### src/rtl/bsg_xor_pkg.sv
// Shared types and helpers for the streaming XOR accumulator.
package bsg_xor_pkg;

  typedef enum logic [0:0] {
    IDLE  = 1'b0,
    ACCUM = 1'b1
  } frame_state_e;

  // Width needed to hold the values 0..max_beats.
  function automatic int calc_cw(input int max_beats);
    int w;
    w = 1;
    while ((1 << w) <= max_beats) begin
      w = w + 1;
    end
    return w;
  endfunction

endpackage

### src/rtl/bsg_xor_accum_if.sv
// Beat input stream plus valid/yumi result port of bsg_xor_accum.
interface bsg_xor_accum_if
  import bsg_xor_pkg::*;
#(
  parameter int width_p     = 16,
  parameter int max_beats_p = 256
);
  localparam int cw = calc_cw(max_beats_p);

  logic               v_i;
  logic               ready_o;
  logic [width_p-1:0] a_i;
  logic [width_p-1:0] b_i;
  logic               last_i;
  logic               bypass_i;
  logic               v_o;
  logic               yumi_i;
  logic [width_p-1:0] data_o;
  logic [cw-1:0]      count_o;
  logic               overflow_o;

  modport slave (
    input  v_i, a_i, b_i, last_i, bypass_i, yumi_i,
    output ready_o, v_o, data_o, count_o, overflow_o
  );

  modport master (
    output v_i, a_i, b_i, last_i, bypass_i, yumi_i,
    input  ready_o, v_o, data_o, count_o, overflow_o
  );

endinterface

### src/rtl/bsg_xor_out_buf.sv
// One-entry valid/yumi result register; ready_o lets a new result replace
// the held one in the cycle the consumer takes it.
module bsg_xor_out_buf #(
  parameter int width_p = 16,
  parameter int cw_p    = 9
) (
  input  logic               clk_i,
  input  logic               reset_i,
  input  logic               load_i,
  input  logic [width_p-1:0] data_i,
  input  logic [cw_p-1:0]    count_i,
  input  logic               overflow_i,
  input  logic               yumi_i,
  output logic               ready_o,
  output logic               v_o,
  output logic [width_p-1:0] data_o,
  output logic [cw_p-1:0]    count_o,
  output logic               overflow_o
);

  logic               v_q, v_d;
  logic [width_p-1:0] data_q, data_d;
  logic [cw_p-1:0]    count_q, count_d;
  logic               ovf_q, ovf_d;

  assign ready_o    = ~v_q | yumi_i;
  assign v_o        = v_q;
  assign data_o     = data_q;
  assign count_o    = count_q;
  assign overflow_o = ovf_q;

  always_comb begin
    v_d     = v_q;
    data_d  = data_q;
    count_d = count_q;
    ovf_d   = ovf_q;
    if (load_i) begin
      v_d     = 1'b1;
      data_d  = data_i;
      count_d = count_i;
      ovf_d   = overflow_i;
    end else if (yumi_i) begin
      v_d = 1'b0;
    end else begin
      v_d = v_q;
    end
  end

  always_ff @(posedge clk_i or posedge reset_i) begin
    if (reset_i) begin
      v_q     <= 1'b0;
      data_q  <= '0;
      count_q <= '0;
      ovf_q   <= 1'b0;
    end else begin
      v_q     <= v_d;
      data_q  <= data_d;
      count_q <= count_d;
      ovf_q   <= ovf_d;
    end
  end

endmodule

### src/rtl/bsg_xor_accum.sv
// Streaming XOR fold: folds a_i^b_i over every beat of a frame and hands the
// result plus a saturating beat count to a one-entry valid/yumi buffer.
module bsg_xor_accum
  import bsg_xor_pkg::*;
#(
  parameter int                 width_p     = 16,
  parameter int                 max_beats_p = 256,
  parameter logic [width_p-1:0] seed_p      = '0
) (
  input  logic            clk_i,
  input  logic            reset_i,
  bsg_xor_accum_if.slave  io
);

  localparam int            cw      = calc_cw(max_beats_p);
  localparam logic [cw-1:0] max_cnt = cw'(max_beats_p);

  frame_state_e       state_q, state_d;
  logic [width_p-1:0] acc_q, acc_d;
  logic [cw-1:0]      cnt_q, cnt_d;
  logic               ovf_q, ovf_d;
  logic               byp_q, byp_d;

  logic               accept;
  logic               eff_bypass;
  logic               is_last;
  logic [width_p-1:0] nacc;
  logic [cw-1:0]      ncnt;
  logic               novf;
  logic               load;

  assign accept     = io.v_i & io.ready_o;
  assign eff_bypass = (state_q == ACCUM) ? byp_q : io.bypass_i;
  assign is_last    = io.last_i | eff_bypass;
  assign nacc       = acc_q ^ io.a_i ^ io.b_i;
  assign ncnt       = (cnt_q == max_cnt) ? cnt_q : cnt_q + cw'(1);
  assign novf       = ovf_q | (cnt_q == max_cnt);

  always_comb begin
    state_d = state_q;
    acc_d   = acc_q;
    cnt_d   = cnt_q;
    ovf_d   = ovf_q;
    byp_d   = byp_q;
    load    = 1'b0;
    case (state_q)
      IDLE: begin
        if (accept) begin
          if (is_last) begin
            load  = 1'b1;
            acc_d = seed_p;
            cnt_d = '0;
            ovf_d = 1'b0;
          end else begin
            state_d = ACCUM;
            byp_d   = io.bypass_i;
            acc_d   = nacc;
            cnt_d   = ncnt;
            ovf_d   = novf;
          end
        end else begin
          state_d = IDLE;
        end
      end
      ACCUM: begin
        if (accept) begin
          if (is_last) begin
            // Frame closes: result goes out, accumulator restarts from the seed.
            state_d = IDLE;
            load    = 1'b1;
            acc_d   = seed_p;
            cnt_d   = '0;
            ovf_d   = 1'b0;
          end else begin
            acc_d = nacc;
            cnt_d = ncnt;
            ovf_d = novf;
          end
        end else begin
          state_d = ACCUM;
        end
      end
      default: begin
        state_d = IDLE;
        acc_d   = seed_p;
        cnt_d   = '0;
        ovf_d   = 1'b0;
        byp_d   = 1'b0;
      end
    endcase
  end

  always_ff @(posedge clk_i or posedge reset_i) begin
    if (reset_i) begin
      state_q <= IDLE;
      acc_q   <= seed_p;
      cnt_q   <= '0;
      ovf_q   <= 1'b0;
      byp_q   <= 1'b0;
    end else begin
      state_q <= state_d;
      acc_q   <= acc_d;
      cnt_q   <= cnt_d;
      ovf_q   <= ovf_d;
      byp_q   <= byp_d;
    end
  end

  bsg_xor_out_buf #(
    .width_p (width_p),
    .cw_p    (cw)
  ) u_out_buf (
    .clk_i      (clk_i),
    .reset_i    (reset_i),
    .load_i     (load),
    .data_i     (nacc),
    .count_i    (ncnt),
    .overflow_i (novf),
    .yumi_i     (io.yumi_i),
    .ready_o    (io.ready_o),
    .v_o        (io.v_o),
    .data_o     (io.data_o),
    .count_o    (io.count_o),
    .overflow_o (io.overflow_o)
  );

endmodule

### src/flat_wrapper.sv
// flat-port wrapper written by rule: the top's interface ports become plain ports
module bsg_xor_accum_flat import bsg_xor_pkg::*;
#(
  parameter int                 width_p     = 16,
  parameter int                 max_beats_p = 256,
  parameter logic [width_p-1:0] seed_p      = '0
)
  (clk_i, reset_i, io_v_i, io_a_i, io_b_i, io_last_i, io_bypass_i, io_yumi_i, io_ready_o, io_v_o, io_data_o, io_count_o, io_overflow_o);
  bsg_xor_accum_if #(.width_p(width_p), .max_beats_p(max_beats_p)) io_i ();
  input  logic clk_i;
  input  logic reset_i;
  input wire logic [$bits(io_i.v_i)-1:0] io_v_i;
  input wire logic [$bits(io_i.a_i)-1:0] io_a_i;
  input wire logic [$bits(io_i.b_i)-1:0] io_b_i;
  input wire logic [$bits(io_i.last_i)-1:0] io_last_i;
  input wire logic [$bits(io_i.bypass_i)-1:0] io_bypass_i;
  input wire logic [$bits(io_i.yumi_i)-1:0] io_yumi_i;
  output wire logic [$bits(io_i.ready_o)-1:0] io_ready_o;
  output wire logic [$bits(io_i.v_o)-1:0] io_v_o;
  output wire logic [$bits(io_i.data_o)-1:0] io_data_o;
  output wire logic [$bits(io_i.count_o)-1:0] io_count_o;
  output wire logic [$bits(io_i.overflow_o)-1:0] io_overflow_o;
  assign io_i.v_i = io_v_i;
  assign io_i.a_i = io_a_i;
  assign io_i.b_i = io_b_i;
  assign io_i.last_i = io_last_i;
  assign io_i.bypass_i = io_bypass_i;
  assign io_i.yumi_i = io_yumi_i;
  assign io_ready_o = io_i.ready_o;
  assign io_v_o = io_i.v_o;
  assign io_data_o = io_i.data_o;
  assign io_count_o = io_i.count_o;
  assign io_overflow_o = io_i.overflow_o;
  bsg_xor_accum #(.width_p(width_p), .max_beats_p(max_beats_p), .seed_p(seed_p)) u_core (.clk_i(clk_i), .reset_i(reset_i), .io(io_i));
endmodule
### config.mk
export PLATFORM = sky130hd
export DESIGN_NAME = bsg_xor_accum_flat
export DESIGN_NICKNAME = d
export VERILOG_FILES = /design/src/rtl/bsg_xor_pkg.sv /design/src/rtl/bsg_xor_accum_if.sv /design/src/rtl/bsg_xor_out_buf.sv /design/src/rtl/bsg_xor_accum.sv /design/src/flat_wrapper.sv
export SDC_FILE = /design/constraint.sdc
export NUM_CORES = 1
export LEC_CHECK = 0
export ABC_AREA = 1
export CAP_MARGIN = 10
export CORE_ASPECT_RATIO = 1.75
export CORE_MARGIN = 8
export CORE_UTILIZATION = 35
export CTS_CLUSTER_SIZE = 14
export DETAILED_ROUTE_END_ITERATION = 8
export PLACE_DENSITY = 0.59
export SLEW_MARGIN = 40
export SYNTH_ARGS = -nofsm -noshare
export SYNTH_HDL_FRONTEND = slang
export SYNTH_SLANG_ARGS = --single-unit
### constraint.sdc
create_clock -name clk_i -period 1.7 [get_ports clk_i]
set_input_delay 0.255 -clock clk_i [delete_from_list [all_inputs] [get_ports clk_i]]
set_output_delay 0.255 -clock clk_i [all_outputs]
set_load 0.005 [all_outputs]
# After elaboration in Yosys (flattened, before gate mapping)

Index checks and enable logic that the tools add are counted.

Register bits: 55
Latch bits: 0
Bits in writable memories: 0
Bits in read-only memories: 0
Bits of input ports: 38
Output and inout bits: 28
Word-level logic and storage cells: 38
Memories kept: 0

Add/sub/neg operators: 1
$mul: 0
Divide/modulo/power cells: 0
Magnitude comparators: 0
Eq/ne operators: 1
Shift-type cells: 0
Multiplexer cells: 16
Bitwise operators: 9
Reductions and logical operators: 2

Operators by type and width:

| kind                                         | number |
|---|---|
| two-way mux 16 bit                           | 2 |
| bitwise XOR 16 bit                           | 2 |
| two-way mux 9 bit                            | 3 |
| two-way mux 1 bit                            | 10 |
| adder 9 x 1 -> 9 bit (second input constant) | 1 |
| equality test 9 bit (second input constant)  | 1 |
| inverter 1 bit                               | 3 |
| bitwise OR 1 bit                             | 3 |
| AND reduction 3 bit                          | 1 |
| case mux 1 bit (2 select lines)              | 1 |
| nonzero test 2 bit                           | 1 |
| bitwise AND 1 bit                            | 1 |

# Longest topological paths before layout

Depth in word-level cells: 5
Depth in mapped cells: 8
Depth with buffers taken out: 8

# Modules after synthesis

Synthesis repeated with hierarchy kept, for this count alone.

Cells, all modules: 383
Area, all modules: 2907.8 sq um

Modules (own cells, without submodules):

| module          | instances | cells an instance | area an instance (sq um) | seq. area each (sq um) |
|---|---|---|---|---|
| bsg_xor_accum   | 1         | 268               | 1844.3                   | 700.7 |
| bsg_xor_out_buf | 1         | 115               | 1063.5                   | 675.6 |

# Worst setup path after synthesis

Ideal clock, no wire load.

Path type: register to register
Start: register u_core.cnt_q[0]
End: register u_core.cnt_q[2]
Setup time: 0.126 ns
Arrival: 1.139 ns
Required time: 1.574 ns
Path slack: 0.435 ns
Stages on the path, launching flop included: 8
Period minus slack after synthesis: 1.265 ns
Cell sequence: dfrtp_1 -> inv_1 -> ha_1 -> nand2_1 -> nor2_1 -> nand2_1 -> nand3_1 -> o21ai_0

Longest elaborated chain between the ends: 4
Elaborated cells on any way between the ends: 5

RTL lines:

| item                                                               | line                                     | source |
|---|---|---|
| start: declaration                                                 | bsg_xor_accum.sv:20                      | `logic [cw-1:0] cnt_q, cnt_d;` |
| start signal: assignment                                           | bsg_xor_accum.sv:103                     | `cnt_q <= cnt_d;` |
| adder 9 x 1 -> 9 bit / equality test 9 bit (equally long branches) | bsg_xor_accum.sv:36                      | `assign ncnt = (cnt_q == max_cnt) ? cnt_q : cnt_q + cw'(1);` |
| two-way mux 9 bit *                                                | bsg_xor_accum.sv:36                      |  |
| two-way mux 9 bit *                                                | bsg_xor_accum.sv:49, bsg_xor_accum.sv:67 |  |
| two-way mux 9 bit *                                                | bsg_xor_accum.sv:48, bsg_xor_accum.sv:66 |  |

Every way passes the cells marked *; elsewhere a longest branch is shown, timed or not. The select of a mux whose other input is x is not followed.
A chain may end at the register's enable or synchronous reset.

# Worst setup path after layout

Start: input port io_yumi_i
End: output port io_ready_o

Longest elaborated chain between the ends: 1

RTL lines:

| item               | line                  | source |
|---|---|---|
| start: declaration | flat_wrapper.sv:17    | `input wire logic [$bits(io_i.yumi_i)-1:0] io_yumi_i;` |
| bitwise OR 1 bit   | bsg_xor_out_buf.sv:26 | `assign ready_o = ~v_q \| yumi_i;` |
| end: declaration   | flat_wrapper.sv:18    | `output wire logic [$bits(io_i.ready_o)-1:0] io_ready_o;` |

Every way passes these cells.

==> results.txt <==
Status: finished, final reports clean
Reg2reg setup slack: 0.19 ns
Crit Path Category: input pin to output pin
Port Buffer Count: 65
Core Box Area: 0.007909 sq mm
Final wirelength: 6.317 mm
Dpl cell area: 0.003610 sq mm
Post-CTS setup buffer count: 0
Gr ovfl total: 0
Synth unique cells: 18
Placer Congestion: 0.7896
N_diodes: 0
Fin. Hold Viols: 0
Post-DRT Antenna Nets: 0
Cells after synthesis: 386
Clock transition at path regs: 0.07 ns
Hold-fix buffers at CTS: 0
Via/cell ratio: 4.406
Slew Viols, Final: 0
Slew @ Worst Pin: 0.4682 ns
Iteration-0 DRC Markers: 103
Final Critical Period: 1.593 ns
Required time worst endpoint: 1.44 ns
Die width: 83.95 microns
Area leader, netlist: dfrtp_1
Mapped cell area: 0.002828 sq mm
Clock Path Buffers: 2
CP endpoint kind: output pin
Largest net degree at the start of global routing: 56
Post-DP HPWL: 4.547 mm
Syn Nets: 426
CTS root buffer: clkbuf_16
Final instance area: 0.003760 sq mm
#FFs+latches synth: 55
Initial Utilization: 0.3575
Pwr per Cell Area: 1033 mW/mm^2
Slowest cell on the critical path: clkdlybuf4s50_1
Share of cells above drive strength 1: 0.04595
Final Cycle Share: 0.9370
Setup violators final: 0
Critical path's most frequent cell: clkdlybuf4s50_1
GRT Util Overall: 0.1134
Post-synthesis sequential area ratio: 0.4867
# clock sinks: 55
Synth top area share: 0.4867
Hold WC Path Type: input pin to async pin
Critical Path Source Type: input pin
Depth of the CTS H-tree: 2
Setup Skew: 0.006422 ns
Initial antenna violation count: 0
CTS tree: built
P&R area growth vs syn: 32.96%
Layout net count: 496
Syn avg cell area: 7.326 sq um
Die H: 134.9 microns
Critical Path AT: 1.34 ns
Vias in the first global route: 2362
Critical path peak fanout: 3
Main area contributors after synthesis: dfrtp_1, nand2_1, inv_1
CP max stage delay: 0.50 ns
Post-CTS Resized: 0
CTS buffer count: 5
# fillers: 801
CP Cell Sequence: clkdlybuf4s50_1 -> inv_1 -> nand2_4 -> clkdlybuf4s50_1
Yosys warnings: 0
I/O pin total: 66
Normalized max-slew margin: 0.6874
Worst-skew pair later-pin latency: 0.29 ns
Wire per inst: 11.55 microns
Via count: 2410
Std cell rows: 43
DRC Markers: 0
RSZ-0062 raised after global routing: no
Die ar.: 0.01132 sq mm
Leak: 2.051 nW
Post-Place Worst Slack: 0.02729 ns
First-pass GRT wire length: 10.82 mm
First drt pass iteration count: 4
Worst setup margin: 0.1071 ns
Max-cap violations: 0
Setup TNS: 0 ns
Worst VDD drop: 653.4 uV
Highest clock rate: 627.8 MHz
worst max-delay path: cells and delay by family:
kind	cells	cell delay, ns
AND/OR/NAND/NOR	1	0.07
buffers and inverters	3	1.01
per-stage QoR:
| stage | instances | power [W] | util | hold WS (ns) |
|---|---|---|---|---|
| after CTS | 547 | 0.003959 | 0.4754 | 0.3423 |
| after detailed placement | 539 | 0.002904 | 0.4564 | 0.4627 |
| final | 547 | 0.003885 | 0.4754 | 0.3327 |
| after global routing | 547 | 0.004168 | 0.4754 | 0.3430 |
| after floorplan | 386 | 0.002312 | - | 0.4560 |
| after global placement | 539 | 0.002882 | 0.4564 | 0.4550 |
worst paths after layout:
kind	from	end	cells after the start
max	io_yumi_i	io_ready_o	4
min	reset_i	u_core.acc_q[0]$_DFFE_PP0P_	3
max reg2reg	u_core.cnt_q[0]$_DFFE_PP0P_	u_core.cnt_q[2]$_DFFE_PP0P_	7
min reg2reg	u_core.u_out_buf.count_o[4]$_DFFE_PP0P_	u_core.u_out_buf.count_o[4]$_DFFE_PP0P_	2
max in group asynchronous	reset_i	u_core.u_out_buf.count_o[4]$_DFFE_PP0P_	3
min in group clk_i	u_core.u_out_buf.count_o[4]$_DFFE_PP0P_	u_core.u_out_buf.count_o[4]$_DFFE_PP0P_	2
sequential cells by signal, summed over array words and instances (netlist names), named ones only:
| register | count |
|---|---|
| u_core.u_out_buf.count_o | 9 |
| u_core.acc_q | 16 |
| u_core.u_out_buf.data_o | 16 |
| u_core.u_out_buf.v_o | 1 |
| u_core.byp_q | 1 |
| u_core.u_out_buf.overflow_o | 1 |
| u_core.ovf_q | 1 |
| u_core.cnt_q | 9 |
report_power, final:
group	internal, W	switching [W]	total (W)	leakage, nW
Sequential	0.00155	0.000168	0.00172	0.727
Clock	0.000552	0.000481	0.00103	0.0700
Combinational	0.000617	0.000514	0.00113	1.25
area by class of cell:
class	instances	area, sq um	area share
multi-input cells	270	1185	0.3151
well taps	90	112.6	0.02995
repair buffers	72	740.7	0.1970
inverters	52	195.2	0.05191
clock inverters	3	25.02	0.006656
flip-flops and latches	55	1376	0.3661
clock buffers	5	125.1	0.03328
cell families (layout without fill, tap and decap cells):
family          count (synthesis)  after routing  share of synthesized area
compound gates                  6              6                    0.01062
xor+xnor                       19             19                    0.05885
fa+ha+maj                       2              2                   0.008848
buf+inv                        61            132                    0.09425
flops                          55             55                     0.4867
simple gates                  243            243                     0.3407
metal layers:
layer  wire, microns  GRT usage  up-vias  share of wire
met5               0          0        -              0
li1                -          -     1276              -
met4              43    0.03475        0         0.0068
met3             328    0.03438        4          0.052
met2            3237     0.2008       42           0.51
met1            2707     0.1258     1088           0.43
layout by cell type (no fill, tap or decap), drive strengths merged:
| master | count |
|---|---|
| a21oi | 2 |
| buf | 7 |
| clkbuf | 5 |
| clkdlybuf4s50 | 65 |
| clkinv | 2 |
| clkinvlp | 1 |
| dfrtp | 55 |
| ha | 2 |
| inv | 52 |
| nand2 | 213 |
| nand3 | 18 |
| nand3b | 1 |
| nor2 | 11 |
| o21ai | 4 |
| xnor2 | 16 |
| xor2 | 3 |
synthesized netlist by cell type:
master	instances
inv_2	1
nand3_1	18
nand2_1	211
nand3b_1	1
ha_1	2
nor2_2	1
buf_6	3
o21ai_0	4
a21oi_1	2
inv_1	51
dfrtp_1	55
nor2_1	9
clkbuf_1	2
buf_4	4
nand2_4	2
nor2_4	1
xnor2_1	16
xor2_1	3
Note: power is estimated with default switching activity, not from simulation.
